$ cat src/rtl/inst_encoder.sv
// Packs RV32I instruction fields plus immediate into a 32-bit word, queued with a byte address.
// Optional ENC_ERR_DROP_EN: drop unrepresentable instructions and flag them on err_sticky.
module inst_encoder #(
  parameter int unsigned        ADDR_W    = 32,
  parameter logic [ADDR_W-1:0]  BASE_ADDR = '0,
  parameter int unsigned        DEPTH     = 4
) (
  input  logic              clk,
  input  logic              rst,
  input  logic              clr,
  input  logic              in_valid,
  output logic              in_ready,
  input  logic [2:0]        in_fmt,
  input  logic [6:0]        in_opcode,
  input  logic [4:0]        in_rd,
  input  logic [4:0]        in_rs1,
  input  logic [4:0]        in_rs2,
  input  logic [2:0]        in_funct3,
  input  logic [31:0]       in_imm,
  output logic              out_valid,
  input  logic              out_ready,
  output logic [31:0]       out_inst,
  output logic [ADDR_W-1:0] out_addr,
  output logic              out_err
`ifdef ENC_ERR_DROP_EN
  ,
  output logic              err_sticky
`endif
);

  localparam int unsigned PtrW = (DEPTH > 1) ? $clog2(DEPTH) : 1;
  localparam int unsigned CntW = $clog2(DEPTH + 1);

  typedef struct packed {
    logic [31:0]       inst;
    logic [ADDR_W-1:0] addr;
    logic              err;
  } entry_t;

  entry_t            mem_q [DEPTH];
  logic [PtrW-1:0]   wptr_q, wptr_d, rptr_q, rptr_d;
  logic [CntW-1:0]   count_q, count_d;
  logic [ADDR_W-1:0] addr_q, addr_d;
  logic              sticky_q, sticky_d;

  logic [31:0] enc_inst;
  logic        enc_err;
  logic        push, enq, deq;
  entry_t      head;

  // Immediate fits when the bits above the field's top bit are pure sign extension.
  logic fits_11, fits_12, fits_20;
  assign fits_11 = (&in_imm[31:11]) | ~(|in_imm[31:11]);
  assign fits_12 = (&in_imm[31:12]) | ~(|in_imm[31:12]);
  assign fits_20 = (&in_imm[31:20]) | ~(|in_imm[31:20]);

  always_comb begin
    enc_inst = '0;
    enc_err  = 1'b0;
    case (in_fmt)
      3'b000: begin
        enc_inst = {in_imm[11:0], in_rs1, in_funct3, in_rd, in_opcode};
        enc_err  = ~fits_11;
      end
      3'b001: begin
        enc_inst = {in_imm[11:5], in_rs2, in_rs1, in_funct3, in_imm[4:0], in_opcode};
        enc_err  = ~fits_11;
      end
      3'b010: begin
        enc_inst = {in_imm[12], in_imm[10:5], in_rs2, in_rs1, in_funct3, in_imm[4:1],
                    in_imm[11], in_opcode};
        enc_err  = ~fits_12 | in_imm[0];
      end
      3'b011: begin
        enc_inst = {in_imm[31:12], in_rd, in_opcode};
        enc_err  = |in_imm[11:0];
      end
      3'b100: begin
        enc_inst = {in_imm[20], in_imm[10:1], in_imm[11], in_imm[19:12], in_rd, in_opcode};
        enc_err  = ~fits_20 | in_imm[0];
      end
      default: begin
        enc_inst = '0;
        enc_err  = 1'b1;
      end
    endcase
  end

  assign in_ready  = (count_q != CntW'(DEPTH));
  assign out_valid = (count_q != '0);
  assign push      = in_valid & in_ready & ~clr;
`ifdef ENC_ERR_DROP_EN
  assign enq       = push & ~enc_err;
`else
  assign enq       = push;
`endif
  assign deq       = out_valid & out_ready & ~clr;

  always_comb begin
    wptr_d   = wptr_q;
    rptr_d   = rptr_q;
    count_d  = count_q;
    addr_d   = addr_q;
    sticky_d = sticky_q;
    if (clr) begin
      wptr_d   = '0;
      rptr_d   = '0;
      count_d  = '0;
      addr_d   = BASE_ADDR;
      sticky_d = 1'b0;
    end else begin
      if (enq) begin
        wptr_d = wptr_q + 1'b1;
        addr_d = addr_q + ADDR_W'(4);
      end
      if (deq) rptr_d = rptr_q + 1'b1;
      case ({enq, deq})
        2'b10:   count_d = count_q + 1'b1;
        2'b01:   count_d = count_q - 1'b1;
        default: count_d = count_q;
      endcase
      sticky_d = sticky_q | (push & enc_err);
    end
  end

  always_ff @(posedge clk or posedge rst) begin
    if (rst) begin
      wptr_q   <= '0;
      rptr_q   <= '0;
      count_q  <= '0;
      addr_q   <= BASE_ADDR;
      sticky_q <= 1'b0;
    end else begin
      wptr_q   <= wptr_d;
      rptr_q   <= rptr_d;
      count_q  <= count_d;
      addr_q   <= addr_d;
      sticky_q <= sticky_d;
    end
  end

  // Storage needs no reset: the head is masked to zero whenever the FIFO is empty.
  always_ff @(posedge clk) begin
    if (enq) mem_q[wptr_q] <= '{inst: enc_inst, addr: addr_q, err: enc_err};
  end

  assign head     = mem_q[rptr_q];
  assign out_inst = out_valid ? head.inst : '0;
  assign out_addr = out_valid ? head.addr : '0;
`ifdef ENC_ERR_DROP_EN
  assign out_err    = 1'b0;
  assign err_sticky = sticky_q;
`else
  assign out_err  = out_valid & head.err;
`endif

endmodule

$ cat config.mk
export PLATFORM = sky130hd
export DESIGN_NAME = inst_encoder
export DESIGN_NICKNAME = d
export VERILOG_FILES = /design/src/rtl/inst_encoder.sv
export SDC_FILE = /design/constraint.sdc
export NUM_CORES = 1
export LEC_CHECK = 0
export CORE_MARGIN = 1
export CORE_UTILIZATION = 45
export CTS_CLUSTER_DIAMETER = 100
export DETAILED_ROUTE_END_ITERATION = 7
export DONT_BUFFER_PORTS = 1
export SETUP_SLACK_MARGIN = 0.2
export SYNTH_ARGS = -nofsm -noshare
export SYNTH_HDL_FRONTEND = slang
export SYNTH_SLANG_ARGS = --single-unit
$ cat constraint.sdc
create_clock -name clk -period 5.81 [get_ports clk]
set_clock_uncertainty 0.1 [all_clocks]
set_input_delay 0.581 -clock clk [delete_from_list [all_inputs] [get_ports clk]]
set_output_delay 0.581 -clock clk [all_outputs]
set_load 0.01 [all_outputs]
======== After elaboration in Yosys (flattened, before gate mapping) ========
Memories as Yosys holds them, arrays and structs flattened.
Cells that the tools add are included.
word-level totals
  memory bits (writable) .................. 260
  memories ................................ 1
  word-level logic and storage cells ...... 61
  bits in registers ....................... 39
cells by class
  bitwise gates (word level) .............. 17
  add/sub/neg operators ................... 5
  reduce and logical (&&, ||, !) cells .... 13
  equal/unequal tests ..................... 7
  muxes and demuxes ....................... 14
memory list
  memory  words  bits a word  read ports  clocked after Yosys merged registers in  write ports  RTL line  text
  mem_q   4      65           1           0                                        1            40        entry_t mem_q [DEPTH];
operators by type and width
  operator                                                          count
  32-bit one-hot mux with 5 select lines                            1
  32-bit 2-to-1 mux                                                 4
  32-bit by 3-bit adder with 32-bit output (second input constant)  1
  12-bit OR reduction                                               2
  21-bit AND reduction                                              1
  21-bit OR reduction                                               1
  20-bit AND reduction                                              1
  20-bit OR reduction                                               1
  12-bit AND reduction                                              1
  2-bit 2-to-1 mux                                                  4
  1-bit inverter                                                    7
  3-bit by 2-bit == test with 1-bit output (second input constant)  2
  3-bit one-hot mux with 2 select lines                             1
  3-bit nonzero test                                                2
  1-bit AND                                                         5
  1-bit OR                                                          5
  2-bit by 1-bit adder with 2-bit output (second input constant)    2
  1-bit one-hot mux with 4 select lines                             1
  2-bit nonzero test                                                2
  3-bit by 1-bit adder with 3-bit output (second input constant)    1
  3-bit by 1-bit == test with 1-bit output (second input constant)  1
  3-bit == test (second input constant)                             1
  3-bit zero test                                                   1
  3-bit 2-to-1 mux                                                  1
  other kinds (6)                                                   7

======== Logic depth before layout (Yosys ltp) ========
  word-level depth ........................ 6
  gate-level depth with buffers ........... 8
  depth with buffers taken out ............ 8

======== Least setup slack after synthesis ========
No wires, ideal clock.
  path type ............................... reg2reg
  from .................................... register count_q[2]
  to ...................................... memory mem_q[0][0] in the netlist's numbering, enable pin
  cell stages (with the launch flop) ...... 6
  period minus slack after synthesis ...... 3073 ps
  setup time .............................. 428 ps
  data arrival time ....................... 2545 ps
  data required time ...................... 5282 ps
  path slack .............................. 2737 ps
  path through ............................ dfrtp_1 > nor3b_2 > clkinv_1 > nand2_1 > nor2_1 > and2_1
on the way
  longest elaborated chain between the ends .. 5
ends and longest elaborated chain
  what                                    RTL line  text
  from (decl)                             42        logic [CntW-1:0] count_q, count_d;
  from (signal assigned)                  136       count_q <= count_d;
  3-bit != test                           89        assign in_ready = (count_q != CntW'(DEPTH));
  named net in_ready                      12        output logic in_ready,
  1-bit AND (2 in series)                 91        assign push = in_valid & in_ready & ~clr;
  1-bit 2-to-1 mux                        144       if (enq) mem_q[wptr_q] <= '{inst: enc_inst, addr: addr_q, err: enc_err};
  1-bit 2-to-1 mux (not written as such)  144
  to (decl)                               40
The timed path passes the listed nets, and every way through them passes these cells.

======== Worst setup path after layout ========
  from .................................... register rptr_q[0]
  to ...................................... output out_addr[12]
on the way
  longest elaborated chain between the ends .. 2
ends and longest elaborated chain
  what                    RTL line  text
  from (decl)             41        logic [PtrW-1:0] wptr_q, wptr_d, rptr_q, rptr_d;
  from (signal assigned)  135       rptr_q <= rptr_d;
  memory 4 x 65 bit       -
  32-bit 2-to-1 mux       149       assign out_addr = out_valid ? head.addr : '0;
  to (decl)               23        output logic [ADDR_W-1:0] out_addr,
Every way passes these cells.

==> results.txt <==
- Overflow after GRT: 0
- Number of enable flip-flop cells after synthesis: about 250
* Number of global-route vias before repair: between 6000 and 7000
* Library cells used by synthesis: between 40 and 50
- Total die area: 27500 um2
- The worst setup path is of the register to output port kind.
- The initial antenna violation count is 1.
- Most frequent cells after synthesis: 252 x sky130_fd_sc_hd__edfxtp_1, 76 x sky130_fd_sc_hd__and2_1, 63 x sky130_fd_sc_hd__mux4_2
* Area growth, synth to finish: 12.5%
* Count of TritonRoute iterations in the first routing pass: 6
* Main flop type after synthesis: sky130_fd_sc_hd__edfxtp_1
- Average detailed-routed wire length per instance: approximately 23 um
- The final reports fail on design-rule violations.
* Port buffer count: 0
- CTS built an H-tree with a depth of 1.
* Setup-violating endpoint count in the final report: 0
- The flow ran to the end, but the final reports show violations.
- In the routed design, unresolved DRC markers number 13.
* TritonCTS clock tree: done
* DR iter-0 viols: between 500 and 600
- At the end of routability-driven placement, the weighted congestion stood at 0.795.
* Clock Sink Count: approximately 290
- Required time of the critical path: 5130 ps
- Mean post-synth cell area: approximately 17 um2
* Worst endpoint data arrival time: approximately 3000 ps
- No sink is reached through more buffers than the 3 on the longest clock path.
- The initialized floorplan defines slightly below 60 standard-cell rows.
- Number of max-capacitance violations reported: 0
* Final Hold Vio Count: 0
- Once detail routing completed, the nets flagged for antenna violations numbered 0.
- The number of clock buffers added by TritonCTS is 30.
* Crit end category: output port
- Setup repair after global routing left no endpoint under its margin.
- Final-stage net count: between 700 and 800
* Standard cell with the maximum stage delay on the critical path: sky130_fd_sc_hd__dfrtp_4
- Post_cts resized: 0
- The worst path in the final design needs a cycle of approximately 3700 ps, including I/O delays and setup.
- The synthesized design contains 289 register bits.
- Ranked by total cell area, the synthesized netlist is headed by sky130_fd_sc_hd__edfxtp_1 63%, sky130_fd_sc_hd__mux4_2 12%, sky130_fd_sc_hd__dfrtp_1 7.7%.
- Slew headroom: between 10% and 20%
* Synth Cell Area: about 12000 um2
- For flop-to-flop paths, the worst setup slack is about 2700 ps.
* Largest vdd supply drop: 0.446 mV
- At the pin with the least slew margin, the transition time is roughly 1300 ps.
* Clock root buffer: sky130_fd_sc_hd__clkbuf_16
- Sequential-to-total area share from yosys stat: 70.3%
* Routed Wire Length: approximately 25 mm
- Across all layers, the routed design uses ~6400 vias.
- Accumulated negative setup slack: 0 ps
- The floorplan step set the die height to ~170 um.
- STA classifies the critical path startpoint as a register.
- The core region is about 26000 um2.
* Number of slew-limit violations in the final report: 0
- Biggest cell delay along the critical path: between 900 and 1000 ps
- The count of cells in the finished layout, fillers not included, comes to 1078.
* HPWL reported at the end of detailed placement: between 15 and 20 mm
- The first global-routing pass estimated 39.5 mm of wire.
* Crit path cell chain: buf_4 > mux4_2 > and2_1
- Pin placement for this block handled about 130 I/O pins.
* Starting utilization of the core area: about 46%
- The synthesized design devotes to its leading area cell type a little over three fifths of total area.
* Final Cycle Share: around 63%
- 0 antenna diodes ended up in the layout.
- Share of flip-flops with an asynchronous set or reset after synthesis: between 10% and 20%
- Cells after DPL: 1020
* Synthesis warning total: 0
- Gate Count Post-Synth: 713
* Clock latency on the worst-skew pair: 550 ps
- Among all cell types in the netlist, the one instantiated most often is sky130_fd_sc_hd__edfxtp_1.
- In this run the worst path has a maximum fanout of 38.
- Hold Crit Class: primary input to register
* Upper clock frequency limit: about 0.27 GHz
- Number of filler instances in the final layout: about 2100
- The analysis attributes to cell leakage a power of about 0.0045 uW.
- In the global route stage, overall resource usage came out at between 10% and 20%.
* Area leader, netlist: sky130_fd_sc_hd__edfxtp_1
* Avg Vias per Cell: between 5 and 6
- Clock-pin slew was measured on the worst setup and hold paths at ~60 ps.
- Pin count of the biggest net entering global routing: 66
- Cells with a size suffix above 1 make up between 10% and 20% of the layout.
- Dividing total power by cell area gives a power density of roughly 430 nW/um2.
- The die is 166 um wide.
==> worst paths after layout <==
| kind | startpoint | end | cells after the start |
|---|---|---|---|
| min in group asynchronous | rst | addr_q[28]$_DFFE_PP0N_ | 3 |
| setup / recovery | rptr_q[0]$_DFFE_PP0P_ | out_addr[12] | 3 |
| setup reg to reg | count_q[2]$_DFFE_PP0P_ | mem_q[1][47]$_DFFE_PP_ | 6 |
| hold / removal | in_valid | addr_q[3]$_DFFE_PP0N_ | 2 |
| max in group asynchronous | rst | rptr_q[0]$_DFFE_PP0P_ | 3 |
| hold reg to reg | addr_q[31]$_DFFE_PP0N_ | mem_q[3][32]$_DFFE_PP_ | 0 |
==> per-layer routing <==
layer	wire length [um]	global-route usage, %	up-vias
met5	0	0	-
li1	-	-	2813
met4	549	5.40	0
met1	10600	25.3	3306
met3	1780	3.86	43
met2	12200	30.9	203
==> cells by family after synthesis <==
logic type,after synthesis,synth area share [%]
AOI/OAI and AO/OA,63,3.38
xor gates and xnor gates,25,1.81
adders and majority gates,6,0.683
buffers and inverters,43,1.47
DFF,289,70.3
muxes,69,12.3
other,1,0.0310
and+or+nand+nor,217,10.1
==> layout by cell type, fill, tap and decap left out, types with 15 or more instances in the layout <==
master                      Yosys  routed
sky130_fd_sc_hd__xor2_1        16      16
sky130_fd_sc_hd__mux4_2        63      63
sky130_fd_sc_hd__nand2_1       23      23
sky130_fd_sc_hd__nand3_1       20      20
sky130_fd_sc_hd__edfxtp_1     252     252
sky130_fd_sc_hd__dfrtp_1       37      35
sky130_fd_sc_hd__and2_1        76      72
sky130_fd_sc_hd__nor2_1        33      33
sky130_fd_sc_hd__clkbuf_16      0      31
sky130_fd_sc_hd__a22o_1        15      15
sky130_fd_sc_hd__o21ai_0       20      20
==> metrics by stage <==
stage / hold slack (ps) / util [%] / area [um2] / total power [uW] / setup WS (ps)
5_1_grt: 59.2 / 51.9 / 13600 / 6130 / 1850
3_5_place_dp: 469 / 47.4 / 12400 / 3790 / 2620
3_3_place_gp: 430 / 47.4 / 12400 / 3750 / 2630
4_1_cts: 65.5 / 51.9 / 13600 / 5960 / 2020
2_1_floorplan: 384 / - / 12100 / 3510 / 2740
6_report: 87.6 / 51.9 / 13600 / 5870 / 2130
==> where the power goes <==
group / switching [uW] / internal, uW
Sequential: 135 / 2410
Combinational: 668 / 500
Clock: 760 / 1400
==> worst max-delay path: cells and delay by family, from the launching register on <==
kind	cells	cell delay, ps
buf+inv	1	610
flops	1	960
mux	1	630
simple gates	1	230
==> final cells by class <==
class | instances | area [um2] | share of cell area (%)
well taps | 335 | 419 | 3.08
multi-input cells | 382 | 3420 | 25.2
clock inverters | 17 | 317 | 2.33
flip-flops and latches | 289 | 8500 | 62.5
clock buffers | 39 | 826 | 6.08
inverters | 7 | 26.3 | 0.193
repair buffers | 9 | 82.6 | 0.608
==> registers in the layout, summed over array words and instances, names as in the netlist <==
signal and flops:
mem_q 252, count_q 3, addr_q 30, rptr_q 2, wptr_q 2
==> repair_timing <==
action,in CTS,in global routing
hold buffers,2,0
endpoints found under the hold margin,74,0
setup buffers,0,0
(Power assumes the default switching activity.)
